## src/rtl/gamma_cp_serializer.sv

```systemverilog
// Parallel-pixel to serial-plane serializer feeding a serial-input gamma corrector.
// Optional macro GAMMA_SER_SYNCRST_EN adds a synchronous clear input sr.
module gamma_cp_serializer #(
  parameter int DATA_WIDTH  = 10,
  parameter int NUM_CP      = 3,
  parameter int CPSEL_WIDTH = 2
) (
  input  logic                   clk,
  input  logic                   rst,
`ifdef GAMMA_SER_SYNCRST_EN
  input  logic                   sr,
`endif
  input  logic                   ce,
  input  logic                   inpvalid,
  output logic                   inpready,
  input  logic [DATA_WIDTH-1:0]  din0,
  input  logic [DATA_WIDTH-1:0]  din1,
  input  logic [DATA_WIDTH-1:0]  din2,
  output logic                   outvalid,
  output logic [DATA_WIDTH-1:0]  dout,
  output logic [CPSEL_WIDTH-1:0] cpsel
);

  localparam int PW = 3 * DATA_WIDTH;

  if (!(NUM_CP == 2 || NUM_CP == 3) || CPSEL_WIDTH < 2) begin : g_param_err
    $error("gamma_cp_serializer: NUM_CP must be 2 or 3 and CPSEL_WIDTH >= 2");
  end

  typedef enum logic {ST_IDLE, ST_EMIT} state_t;

  logic sr_w;
`ifdef GAMMA_SER_SYNCRST_EN
  assign sr_w = sr;
`else
  assign sr_w = 1'b0;
`endif

  state_t                 state_q, state_d;
  logic [PW-1:0]          mem_q [2];
  logic [PW-1:0]          mem_d [2];
  logic                   rd_ptr_q, rd_ptr_d, wr_ptr_q, wr_ptr_d;
  logic [1:0]             count_q, count_d;
  logic [1:0]             plane_q, plane_d;
  logic                   outvalid_q, outvalid_d;
  logic [DATA_WIDTH-1:0]  dout_q, dout_d;
  logic [CPSEL_WIDTH-1:0] cpsel_q, cpsel_d;
  logic                   push, pop;

  // Ready is driven from registered count only; a same-cycle pop frees a slot next cycle.
  assign inpready = ce & ~rst & ~sr_w & (count_q != 2'd2);
  assign push     = inpvalid & inpready;

  always_comb begin
    state_d    = state_q;
    mem_d      = mem_q;
    rd_ptr_d   = rd_ptr_q;
    wr_ptr_d   = wr_ptr_q;
    count_d    = count_q;
    plane_d    = plane_q;
    outvalid_d = outvalid_q;
    dout_d     = dout_q;
    cpsel_d    = cpsel_q;
    pop        = 1'b0;
    if (ce) begin
      if (state_q == ST_EMIT) begin
        outvalid_d   = 1'b1;
        dout_d       = mem_q[rd_ptr_q][int'(plane_q) * DATA_WIDTH +: DATA_WIDTH];
        cpsel_d      = '0;
        cpsel_d[1:0] = plane_q;
        if (plane_q == 2'(NUM_CP - 1)) begin
          pop      = 1'b1;
          plane_d  = 2'd0;
          rd_ptr_d = ~rd_ptr_q;
        end else begin
          plane_d = plane_q + 2'd1;
        end
      end else begin
        outvalid_d = 1'b0;
      end
    end
    if (push) begin
      mem_d[wr_ptr_q] = {din2, din1, din0};
      wr_ptr_d        = ~wr_ptr_q;
    end
    case ({push, pop})
      2'b10:   count_d = count_q + 2'd1;
      2'b01:   count_d = count_q - 2'd1;
      default: count_d = count_q;
    endcase
    // EMIT exactly tracks a non-empty buffer, so a fresh pixel starts on the next edge.
    state_d = (count_d != 2'd0) ? ST_EMIT : ST_IDLE;
    if (sr_w) begin
      state_d    = ST_IDLE;
      rd_ptr_d   = 1'b0;
      wr_ptr_d   = 1'b0;
      count_d    = 2'd0;
      plane_d    = 2'd0;
      outvalid_d = 1'b0;
      dout_d     = '0;
      cpsel_d    = '0;
    end
  end

  always_ff @(posedge clk or posedge rst) begin
    if (rst) begin
      state_q    <= ST_IDLE;
      mem_q[0]   <= '0;
      mem_q[1]   <= '0;
      rd_ptr_q   <= 1'b0;
      wr_ptr_q   <= 1'b0;
      count_q    <= 2'd0;
      plane_q    <= 2'd0;
      outvalid_q <= 1'b0;
      dout_q     <= '0;
      cpsel_q    <= '0;
    end else begin
      state_q    <= state_d;
      mem_q      <= mem_d;
      rd_ptr_q   <= rd_ptr_d;
      wr_ptr_q   <= wr_ptr_d;
      count_q    <= count_d;
      plane_q    <= plane_d;
      outvalid_q <= outvalid_d;
      dout_q     <= dout_d;
      cpsel_q    <= cpsel_d;
    end
  end

  assign outvalid = outvalid_q;
  assign dout     = dout_q;
  assign cpsel    = cpsel_q;

endmodule

```

## config.mk

```make
export PLATFORM = sky130hd
export DESIGN_NAME = gamma_cp_serializer
export DESIGN_NICKNAME = d
export VERILOG_FILES = /design/src/rtl/gamma_cp_serializer.sv
export SDC_FILE = /design/constraint.sdc
export NUM_CORES = 1
export LEC_CHECK = 0
export ABC_AREA = 1
export CAP_MARGIN = 0
export CORE_MARGIN = 4
export CORE_UTILIZATION = 29
export CTS_BUF_LIST = sky130_fd_sc_hd__clkbuf_16
export DETAILED_ROUTE_END_ITERATION = 10
export SLEW_MARGIN = 20
export SYNTH_ARGS = -nofsm -noshare
export SYNTH_HDL_FRONTEND = slang
export SYNTH_SLANG_ARGS = --single-unit
```

## constraint.sdc

```tcl
create_clock -name clk -period 3.1 [get_ports clk]
set_clock_uncertainty 0.1 [all_clocks]
set_input_delay 0.62 -clock clk [delete_from_list [all_inputs] [get_ports clk]]
set_output_delay 0.62 -clock clk [all_outputs]
set_load 0.02 [all_outputs]
```

Word level (Yosys, flattened, before mapping)
Index checks and enable logic that the tools add are counted.

storage, ports and cells
  output and inout port bits = 14
  bits in registers = 80
  bits of input ports = 34

cells by class
  bitwise logic cells = 8
  equality and inequality tests = 4
  $lt $le $gt $ge = 3
  muxes and demuxes = 13
  shift operators = 1
  $mul = 1
  reduce and logical (&&, ||, !) cells = 4
  $add $sub $neg = 3

operators by type and width
  cell                                                                   count
  30-bit two-way mux                                                     4
  60-bit bitwise mux                                                     1
  30-bit demux with 1-bit select                                         1
  30-bit by 7-bit indexed part select with 10-bit output                 1
  2-bit by 3-bit multiplier with 5-bit output (second input constant)    1
  1-bit two-way mux                                                      5
  2-bit by 1-bit adder with 2-bit output (second input constant)         2
  2-bit == test (second input constant)                                  2
  2-bit greater-or-equal comparator (second input constant)              2
  1-bit NOT with 2-bit output                                            2
  2-bit one-hot mux with 2 select lines                                  1
  1-bit AND                                                              3
  1-bit NOT                                                              3
  3-bit AND reduction                                                    1
  2-bit by 1-bit == test with 1-bit output (second input constant)       1
  2-bit by 1-bit < comparator with 1-bit output (second input constant)  1
  2-bit two-way mux                                                      1
  2-bit inequality test (second input constant)                          1
  2-bit AND reduction                                                    1
  2-bit nonzero test                                                     1
  2-bit by 1-bit subtractor with 2-bit output (second input constant)    1
  1-bit logical AND                                                      1

Logic depth before layout (Yosys ltp)
Gate-level depths: netlist (run 1).

  depth after elaboration = 8
  gate-level depth with buffers = 10
  mapped depth without buffers = 10

Worst setup path after synthesis (run 1)
OpenSTA, ideal clock, no wires.

  kind = input -> register
  start point = in ce
  end point = reg state_q
  buffers on the path = 0
  stages on the path = 7
  arrival = 1751 ps
  required time = 2873 ps
  path slack = 1122 ps
  path through = nand2_1 > nor2_1 > nand2_1 > ha_1 > or2_2 > nand4_1 > nand3_1

between the ends
  word-level cells in the longest chain between the ends = 7
  elaborated cells on any way between the ends = 9
  classes of those cells = eq/ne: 2; mux: 3; bitwise: 3; reduce/logical: 1

RTL lines
  item                                                                       RTL line  RTL
  start, declared                                                            13        input logic ce,
  1-bit AND (*) (2 in series)                                                51        assign inpready = ce & ~rst & ~sr_w & (count_q != 2'd2);
  via inpready                                                               15        output logic inpready,
  1-bit AND (*)                                                              52        assign push = inpvalid & inpready;
  2-bit by 1-bit == test with 1-bit output or 2-bit == test (tied branches)  86        case ({push, pop})
  2-bit one-hot mux with 2 select lines (*)                                  86
  2-bit nonzero test (*)                                                     92        state_d = (count_d != 2'd0) ? ST_EMIT : ST_IDLE;
  1-bit two-way mux (*)                                                      92
  via state_d                                                                39        state_t state_q, state_d;
  end signal, assigned                                                       118       state_q <= state_d;
  end, declared                                                              39

The timed path passes the listed nets; every way through them passes the cells marked *.
A chain may end at the register's enable or synchronous reset.

Worst setup path in the final report (run 1)
  start point = in ce
  end point = out inpready

between the ends
  word-level cells in the longest chain between the ends = 2

RTL lines
  item                     RTL line
  1-bit AND (2 in series)  51
  end, declared            15

No other way between the ends.

==> flow_summary.yaml, run 1 <==
status:
  status: "completed"
pwr:
  clkPwrFrac: 0.219
  seqPwrFrac: 0.396
  p_switching_mw: 1.77
  combinationalPowerShare: 0.385
  vdd_ir_drop_max_mv: 0.380
  power_mw: 4.64
  powerDensity_mw_per_mm2: 984
  leakagePower_nw: 2.46
  internal_power_mw: 2.87
  swShare: 0.381
die:
  die_w_um: 124
  core_area_sq_mm: 0.0129
  rows: 41
  start_util: 0.301
  die_h_um: 124
  num_io_pins: 48
  dieArea_sq_mm: 0.0153
setup_path:
  cp.depth: 4
  cp_num_buf_inv: 2
  worst-path-max-fanout: 3
  cp_slowest_cell: "clkdlybuf4s50_1"
  crit_family: "buffers and inverters"
  ff2ff_path_depth: 4
  crit_path_start_kind: "primary input"
  crit_arrival_ns: 1.94
  endpoint_kind: "output pin"
  worstPathCellList: "clkdlybuf4s50_1 -> nand2_1 -> nor2_1 -> clkdlybuf4s50_1"
  critPathKind: "in -> out"
  cp_slowest_stage_delay_ns: 0.63
  timing.critical_path.mode_cell: "clkdlybuf4s50_1"
  worstPathRequired_ns: 2.38
cells_and_area:
  fin_area_sq_mm: 0.00472
  final_core_utilization: 0.366
  syn_to_final_growth_pct: 21.7
  drive_gt1_frac: 0.0607
  stdcell_count: 716
  nets: 574
  num_antenna_cells: 0
detailed_routing:
  dr.pass1.iters: 4
  avgRoutedWirePerCell_um: 12.0
  totalWireLength_mm: 8.61
  postRouteAntennaNets: 0
  drt-initial-drc-count: 165
  viasPerCell: 4.29
  drc: 0
  vias: 3075
clock_tree:
  clock_latency_ns: 0.34
  numClockSinks: 80
  clockBufferDepth: 2
  post_cts.repair.setup_buffers: 0
  cts_tree: "done"
  cts.htree.levels: 3
  cts_resized: 0
  cts_buffers: 9
  cts_root_buffer: "clkbuf_16"
  clk_pin_slew_ns: 0.06
  postCtsHoldBufs: 0
global_route:
  grt_pass1_vias: 3138
  grt_use_total: 0.125
  grt_pass1_wl_mm: 14.9
  grt_max_degree: 62
  antenna_found_initial: 0
  grt_overflow_total: 0
sta:
  setup-violations-final: 0
  final_max_slew_viol_count: 0
  fin_hold_ws_ns: 0.386
  final.min_clock_period_ns: 2.66
  relSlewSlack: 0.408
  hold_violations: 0
  max_freq_mhz: 377
  fin_ws_ns: 0.444
  worst_pin_slew_ns: 0.887
  tns_ns: 0
  rsz0062_at_grt: "false"
  min_period_over_period: 0.857
placement:
  dp_hpwl_mm: 6.02
  placed_area_sq_mm: 0.00443
  dp.cells: 700
  dp_slack_ns: 0.422
  port_buffers: 47
  gp_congestion: 0.740
logic_synthesis:
  synthesis.area_sq_mm: 0.00388
  ys_warn_count: 0
  synth_compound_area_frac: 0.0839
  synth_seq_cells: 80
  synth_xor_xnor_area_share: 0.00452
  synth-simple-area-share: 0.248
  netlist_instances: 497
  synth.avg_cell_area_sq_um: 7.80
  post_synth_num_cell_types: 21
  synth-adder-area-share: 0.00323
  synthMuxAreaShare: 0
  yosysSeqAreaShare: 0.516
  synth_top_family_by_area: "simple AND/OR/NAND/NOR gates"
  syn_nets: 532
flow_run:
  cap_viol_max_count: 0
min_path:
  min_path_cells: 2
  min_path_type: "reg -> reg"
## worst paths after layout
path                            startpoint   endpoint  slack (ns)
worst min-delay path             mem_q[30]  mem_q[30]        0.39
max in group asynchronous              rst  mem_q[33]        1.52
worst min register to register   mem_q[30]  mem_q[30]        0.39
worst max-delay path                    ce   inpready        0.44
min in group asynchronous              rst    dout[9]        0.70
worst max register to register  count_q[0]   mem_q[9]        1.21
## cell families after synthesis
| logic type | Yosys count |
|---|---|
| fa+ha+maj | 1 |
| flops | 80 |
| compound gates | 62 |
| buf+inv | 121 |
| xor+xnor | 2 |
| simple gates | 231 |
## routing by layer
layer  wire length, um  vias up  part of all wire  GRT usage
met5                 0        -                 0          0
met4               170        0             0.020     0.0408
met3               356       15             0.041     0.0336
met2              3960       59              0.46      0.195
met1              4120     1423              0.48      0.168
li1                  -     1578                 -          -
## layout by cell type, fill, tap and decap left out, types with 3 or more instances in the layout
| master | Yosys | final |
|---|---|---|
| buf_4 | 1 | 4 |
| clkbuf_16 | 0 | 9 |
| clkdlybuf4s50_1 | 0 | 47 |
| clkinv_2 | 0 | 3 |
| dfrtp_1 | 80 | 80 |
| inv_1 | 99 | 99 |
| nand2_1 | 158 | 158 |
| nand3_1 | 31 | 31 |
| nor2_1 | 34 | 34 |
| o21ai_1 | 56 | 56 |
| o21ai_2 | 4 | 4 |
## state kept, by name, indices dropped and copies added, names as in the netlist
signal    flops
count_q       2
dout         10
plane_q       2
wr_ptr_q      1
cpsel         2
state_q       1
rd_ptr_q      1
outvalid      1
mem_q        60
## area by class of cell
class	instances	area [sq um]
Sequential cell	80	2000
Clock buffer	9	225
Tap cell	172	215
Multi-Input combinational cell	296	1320
Inverter	100	375
Clock inverter	7	63.8
Timing Repair Buffer	52	520
Fill cell	1335	8160
## worst min-delay path: stages, from the launching register on
cell	delay, ns
dfrtp_1	0.34
nand2_1	0.05
o21ai_1	0.06
## synth_stat cells (all sizes together)
cell type | n | area [sq um]
nand2 | 159 | 599
inv | 100 | 375
dfrtp | 80 | 2000
o21ai | 61 | 320
nor2 | 37 | 151
nand3 | 31 | 155
buf | 21 | 183
nand4 | 3 | 48.8
xor2 | 2 | 17.5
a21oi | 1 | 5.00
ha | 1 | 12.5
or2 | 1 | 6.26
## power by group through the flow
stage                     clock network (mW)  logic [mW]  registers, mW
after CTS                               1.05        1.82           1.84
after global placement                     0        1.76           1.83
after global routing                    1.09        2.08           1.90
after floorplan                            0        1.23           1.88
final                                   1.02        1.79           1.84
after detailed placement                   0        1.81           1.85
No activity file was read; power rests on OpenSTA's default activity.
==> inputs of run 2 (changes only) <==
--- a/config.mk
+++ b/config.mk
@@ -8,9 +8,10 @@
 export ABC_AREA = 1
 export CAP_MARGIN = 0
 export CORE_MARGIN = 4
-export CORE_UTILIZATION = 29
+export CORE_UTILIZATION = 25
 export CTS_BUF_LIST = sky130_fd_sc_hd__clkbuf_16
 export DETAILED_ROUTE_END_ITERATION = 10
+export GPL_ROUTABILITY_DRIVEN = 0
 export SLEW_MARGIN = 20
 export SYNTH_ARGS = -nofsm -noshare
 export SYNTH_HDL_FRONTEND = slang
==> flow_summary.yaml, run 2 (synthesized netlist as in run 1, its figures left out) <==
setup_path:
  timing.rr.start: "count_q[0]"
  worstPathRequired_ns: 2.38
  ff2ff_path_depth: 4
  r2r_setup_slack_ns: 1.21
  endpoint: "inpready"
  endpoint_kind: "output pin"
  crit_arrival_ns: 1.93
  crit_path_start_kind: "primary input"
  critPathKind: "in -> out"
  crit_start: "ce"
  worst-path-max-fanout: 3
  r2r-end: "mem_q[3]"
clock_tree:
  clockBufferDepth: 2
  postCtsHoldBufs: 0
  post_cts.repair.setup_buffers: 0
  clock_latency_ns: 0.34
  numClockSinks: 80
  cts.htree.levels: 3
  cts_tree: "done"
  clk_pin_slew_ns: 0.06
  cts_resized: 0
  cts_buffers: 9
  cts_root_buffer: "clkbuf_16"
detailed_routing:
  drt-initial-drc-count: 208
  dr.pass1.iters: 4
  totalWireLength_mm: 8.75
  viasPerCell: 4.09
  drc: 0
  avgRoutedWirePerCell_um: 12.0
  postRouteAntennaNets: 0
  vias: 2989
cells_and_area:
  syn_to_final_growth_pct: 21.6
  nFillCells: 1675
  top_register: "mem_q"
  final_core_utilization: 0.310
  nets: 572
  largest_register_ffs: 60
  multi_input_area_sq_mm: 0.00132
  fin_area_sq_mm: 0.00471
  final_cell_mix: "nand2_1, inv_1, dfrtp_1"
  seq_area_sq_mm: 0.00200
  layout_commonest_cell: "nand2_1"
  drive_gt1_frac: 0.0498
  stdcell_count: 730
  num_antenna_cells: 0
global_route:
  antenna_found_initial: 0
  grt_use_total: 0.110
  grt_pass1_vias: 3074
  grt_overflow_total: 0
  grt_pass1_wl_mm: 15.4
  grt_max_degree: 81
sta:
  setup-violations-final: 0
  min_period_over_period: 0.856
  max_freq_mhz: 377
  worst_pin_slew_ns: 0.898
  hold_violations: 0
  final.min_clock_period_ns: 2.65
  tns_ns: 0
  rsz0062_at_grt: "false"
  relSlewSlack: 0.400
  final_max_slew_viol_count: 0
pwr:
  vdd_ir_drop_max_mv: 0.357
  swShare: 0.381
  seqPwrFrac: 0.396
  leakagePower_nw: 2.45
  clkPwrFrac: 0.218
  power_mw: 4.62
  p_switching_mw: 1.76
  internal_power_mw: 2.86
  combinationalPowerShare: 0.386
  powerDensity_mw_per_mm2: 980
die:
  die_h_um: 133
  start_util: 0.255
  dieArea_sq_mm: 0.0176
  rows: 45
  core_area_sq_mm: 0.0152
  die_w_um: 133
  num_io_pins: 48
placement:
  port_buffers: 47
  dp_hpwl_mm: 5.81
  dp.cells: 714
  placed_area_sq_mm: 0.00443
flow_run:
  cap_viol_max_count: 0
status:
  status: "completed"
min_path:
  min_path_type: "reg -> reg"
run 2: cell types whose count changed in the layout (fill, tap and decap cells not counted), sizes merged:
cell and change:
buf -2, clkinv +2, clkinvlp -2
run 2: how the worst min path moves through the flow:
| stage | start | end | depth (start not counted) |
|---|---|---|---|
| finish | cpsel[1] | cpsel[1] | 2 |
| global route | mem_q[18] | mem_q[18] | 2 |
| CTS | cpsel[1] | cpsel[1] | 2 |
| detailed placement | cpsel[1] | cpsel[1] | 2 |
| global placement | cpsel[1] | cpsel[1] | 2 |
| floorplan | mem_q[18] | mem_q[18] | 2 |
run 2: layer usage:
metal	global-route usage	share of wire	vias up
met1	0.149	0.50	1359
met4	0.0312	0.017	0
met3	0.0403	0.043	10
met2	0.167	0.44	51
met5	0	0	-
li1	-	-	1569
run 2: area by class of cell:
cell class | count | share of cell area
multi-input cells | 296 | 0.279
clock inverters | 7 | 0.0114
well taps | 188 | 0.0499
clock buffers | 9 | 0.0478
inverters | 100 | 0.0796
flip-flops and latches | 80 | 0.425
repair buffers | 50 | 0.107
run 2: through the flow:
| stage | hold slack (ns) | setup slack, ns |
|---|---|---|
| after global placement | 0.365 | 0.428 |
| after CTS | 0.382 | 0.427 |
| after floorplan | 0.355 | 0.328 |
| final | 0.379 | 0.446 |
| after global routing | 0.398 | 0.378 |
| after detailed placement | 0.366 | 0.387 |
run 2: critical path, cell delays in order:
cell and delay, ns:
clkdlybuf4s50_1 0.50, nand2_1 0.06, nor2_1 0.12, clkdlybuf4s50_1 0.62
run 2: power by group through the flow:
| stage | clock [mW] | sequential (mW) | combinational [mW] |
|---|---|---|---|
| after CTS | 1.04 | 1.83 | 1.82 |
| after floorplan | 0 | 1.88 | 1.23 |
| after global routing | 1.08 | 1.90 | 2.10 |
| after detailed placement | 0 | 1.84 | 1.82 |
| final | 1.01 | 1.83 | 1.78 |
| after global placement | 0 | 1.84 | 1.78 |
==> RTL edit: new RTL, flow settings as in run 1 <==
Add a define of `GAMMA_SER_SYNCRST_EN`.
--- a/src/rtl/gamma_cp_serializer.sv
+++ b/src/rtl/gamma_cp_serializer.sv
@@ -1,5 +1,7 @@
 // Parallel-pixel to serial-plane serializer feeding a serial-input gamma corrector.
 // Optional macro GAMMA_SER_SYNCRST_EN adds a synchronous clear input sr.
+`define GAMMA_SER_SYNCRST_EN
+
 module gamma_cp_serializer #(
   parameter int DATA_WIDTH  = 10,
   parameter int NUM_CP      = 3,
Interface: changed (added sr); port bits go from 48 to 49. The function was not compared with the original's and may differ.
==> RTL edit against run 1 <==
Routed wire length up 26%; sequential cell count unchanged; synthesized cell count up 8.7%; setup slack worse by 0.16 ns; highest routed layer unchanged; final area up 4.0%; area after synthesis up 2.9%.
Power is not compared: it rests on default switching activity, and its combinational part moved more than twofold at a synthesized area within 25%.
==> RTL edit: results (changes against run 1) <==
Worst-Skew Late Latency=about 0.33 ns; initial antenna violation count=0 (unchanged); post-synth net total=576 (was 532); DR pass1 iterations=4 (unchanged); initial drt markers=254 (was 165); FF-to-FF End=state_q (was mem_q[9]); Top reg by flops=mem_q (unchanged); Critical Path Start=sr (was ce); Cell Count Post-Placement=738 (was 700); post-synthesis sequential area ratio=50.2% (was 51.6%); Nets=609 (was 574); post-synthesis adder-cell area fraction=0.314% (was 0.323%); Area contributors post-synth=dfrtp_1 50%, nand2_1 22%, nand4_1 9.6% (was dfrtp_1 52%, nand2_1 15%, inv_1 9.6%); status=complete, no violations (unchanged); Worst R2R Path Depth=10 (was 4); peak supply drop=0.266 mV; met3 Use GR=2.81% (was 3.36%); compound-cell area share of the yosys netlist=0.753% (was 8.39%); CTS Root Cell=clkbuf_16 (unchanged); Rel. slew slack=37.4% (was 40.8%); reg-to-reg critical path startpoint=count_q[1] (was count_q[0]); top cells by count, synth=229 x nand2_1, 80 x dfrtp_1, 69 x inv_1, 61 x nand4_1, 47 x nand3_1 (was 158 x nand2_1, 99 x inv_1, 80 x dfrtp_1, 56 x o21ai_1, 34 x nor2_1); multiplexer share of the synthesized area=0% (unchanged); Total GRT Usage=14.4% (was 12.5%); drt wl/cell=14.4 µm (was 12.0 µm); pin count of the biggest net entering global routing=81 (was 62); global-route wire length before repair=18200 µm (was 14900 µm); Worst Hold Class=reg2reg (unchanged); xor and xnor area share after synthesis=0% (was 0.452%); routability congestion estimate=0.785 (was 0.740); post-synthesis cell type count=15 (was 21); worst hold stages=2 (unchanged); via count=3529 (was 3075); post-cts sizing count=0 (unchanged); Post-CTS Repair Setup Buffers=0 (unchanged); fill count=1420 (was 1335); grt met2 use=23.3% (was 19.5%); number of flip-flops in the largest register=60 (unchanged); met1 usage=19.3% (was 16.8%); DR vias/cell=4.69 (was 4.29); Worst Path Max Fanout=7 (was 3); max incr delay on CP=0.63 ns (about the same); PortBufs=48 (was 47); DP Wirelength=7030 µm (was 6020 µm); Internal Power=a little under 2 mW; share of cells above drive strength 1=5.55% (was 6.07%); Worst EP arrival=2.09 ns (was 1.94 ns); Fmax=355 MHz (was 377 MHz); r2r setup slk=1.08 ns (was 1.21 ns); pre-CTS WS=0.277 ns (was 0.422 ns); Avg Cell Area, Syn=7.39 µm² (was 7.80 µm²); placed cell area=4630 µm² (was 4430 µm²)
## RTL edit: worst min-delay path by stage
stage               slack [ns]  startpoint   endpoint
global placement          0.35   mem_q[24]  mem_q[24]
finish                    0.37   mem_q[25]  mem_q[25]
global route              0.39   mem_q[43]  mem_q[43]
CTS                       0.37   mem_q[13]  mem_q[13]
detailed placement        0.36   mem_q[57]  mem_q[57]
floorplan                 0.34    mem_q[0]   mem_q[0]
## RTL edit: final cells by class
class	instances	area (µm²)	share of cell area, %
tap	176	220	4.49
clock buffer	9	225	4.59
clock inverter	6	52.6	1.07
multi-input combinational	351	1560	31.8
inverter	72	274	5.58
timing repair buffer	59	574	11.7
sequential	80	2000	40.8
## RTL edit: power groups by stage
stage / clock network [mW] / registers, mW / logic, mW
after global routing: 1.08 / 1.28 / 0.477
after detailed placement: 0 / 1.28 / 0.408
final: 1.01 / 1.26 / 0.407
after floorplan: 0 / 1.26 / 0.279
after CTS: 1.03 / 1.26 / 0.411
after global placement: 0 / 1.28 / 0.397
## RTL edit: logic make-up (layout without fill, tap and decap cells)
kind of cell               count (synthesis)  after routing
DFF                                       80             80
and+or+nand+nor                          344            344
buffers and inverters                    109            146
AOI/OAI and AO/OA                          6              6
adders and majority gates                  1              1
## RTL edit: critical path, delay by kind of cell
| family | cells | cell delay [ns] |
|---|---|---|
| buffers and inverters | 3 | 1.20 |
| AND/OR/NAND/NOR | 2 | 0.27 |
## RTL edit: per-layer routing
metal  up-vias  share of wire (%)
met5         -                  0
met2        94                 47
met3        17                6.1
met1      1649                 45
met4         0                2.1
li1       1769                  -
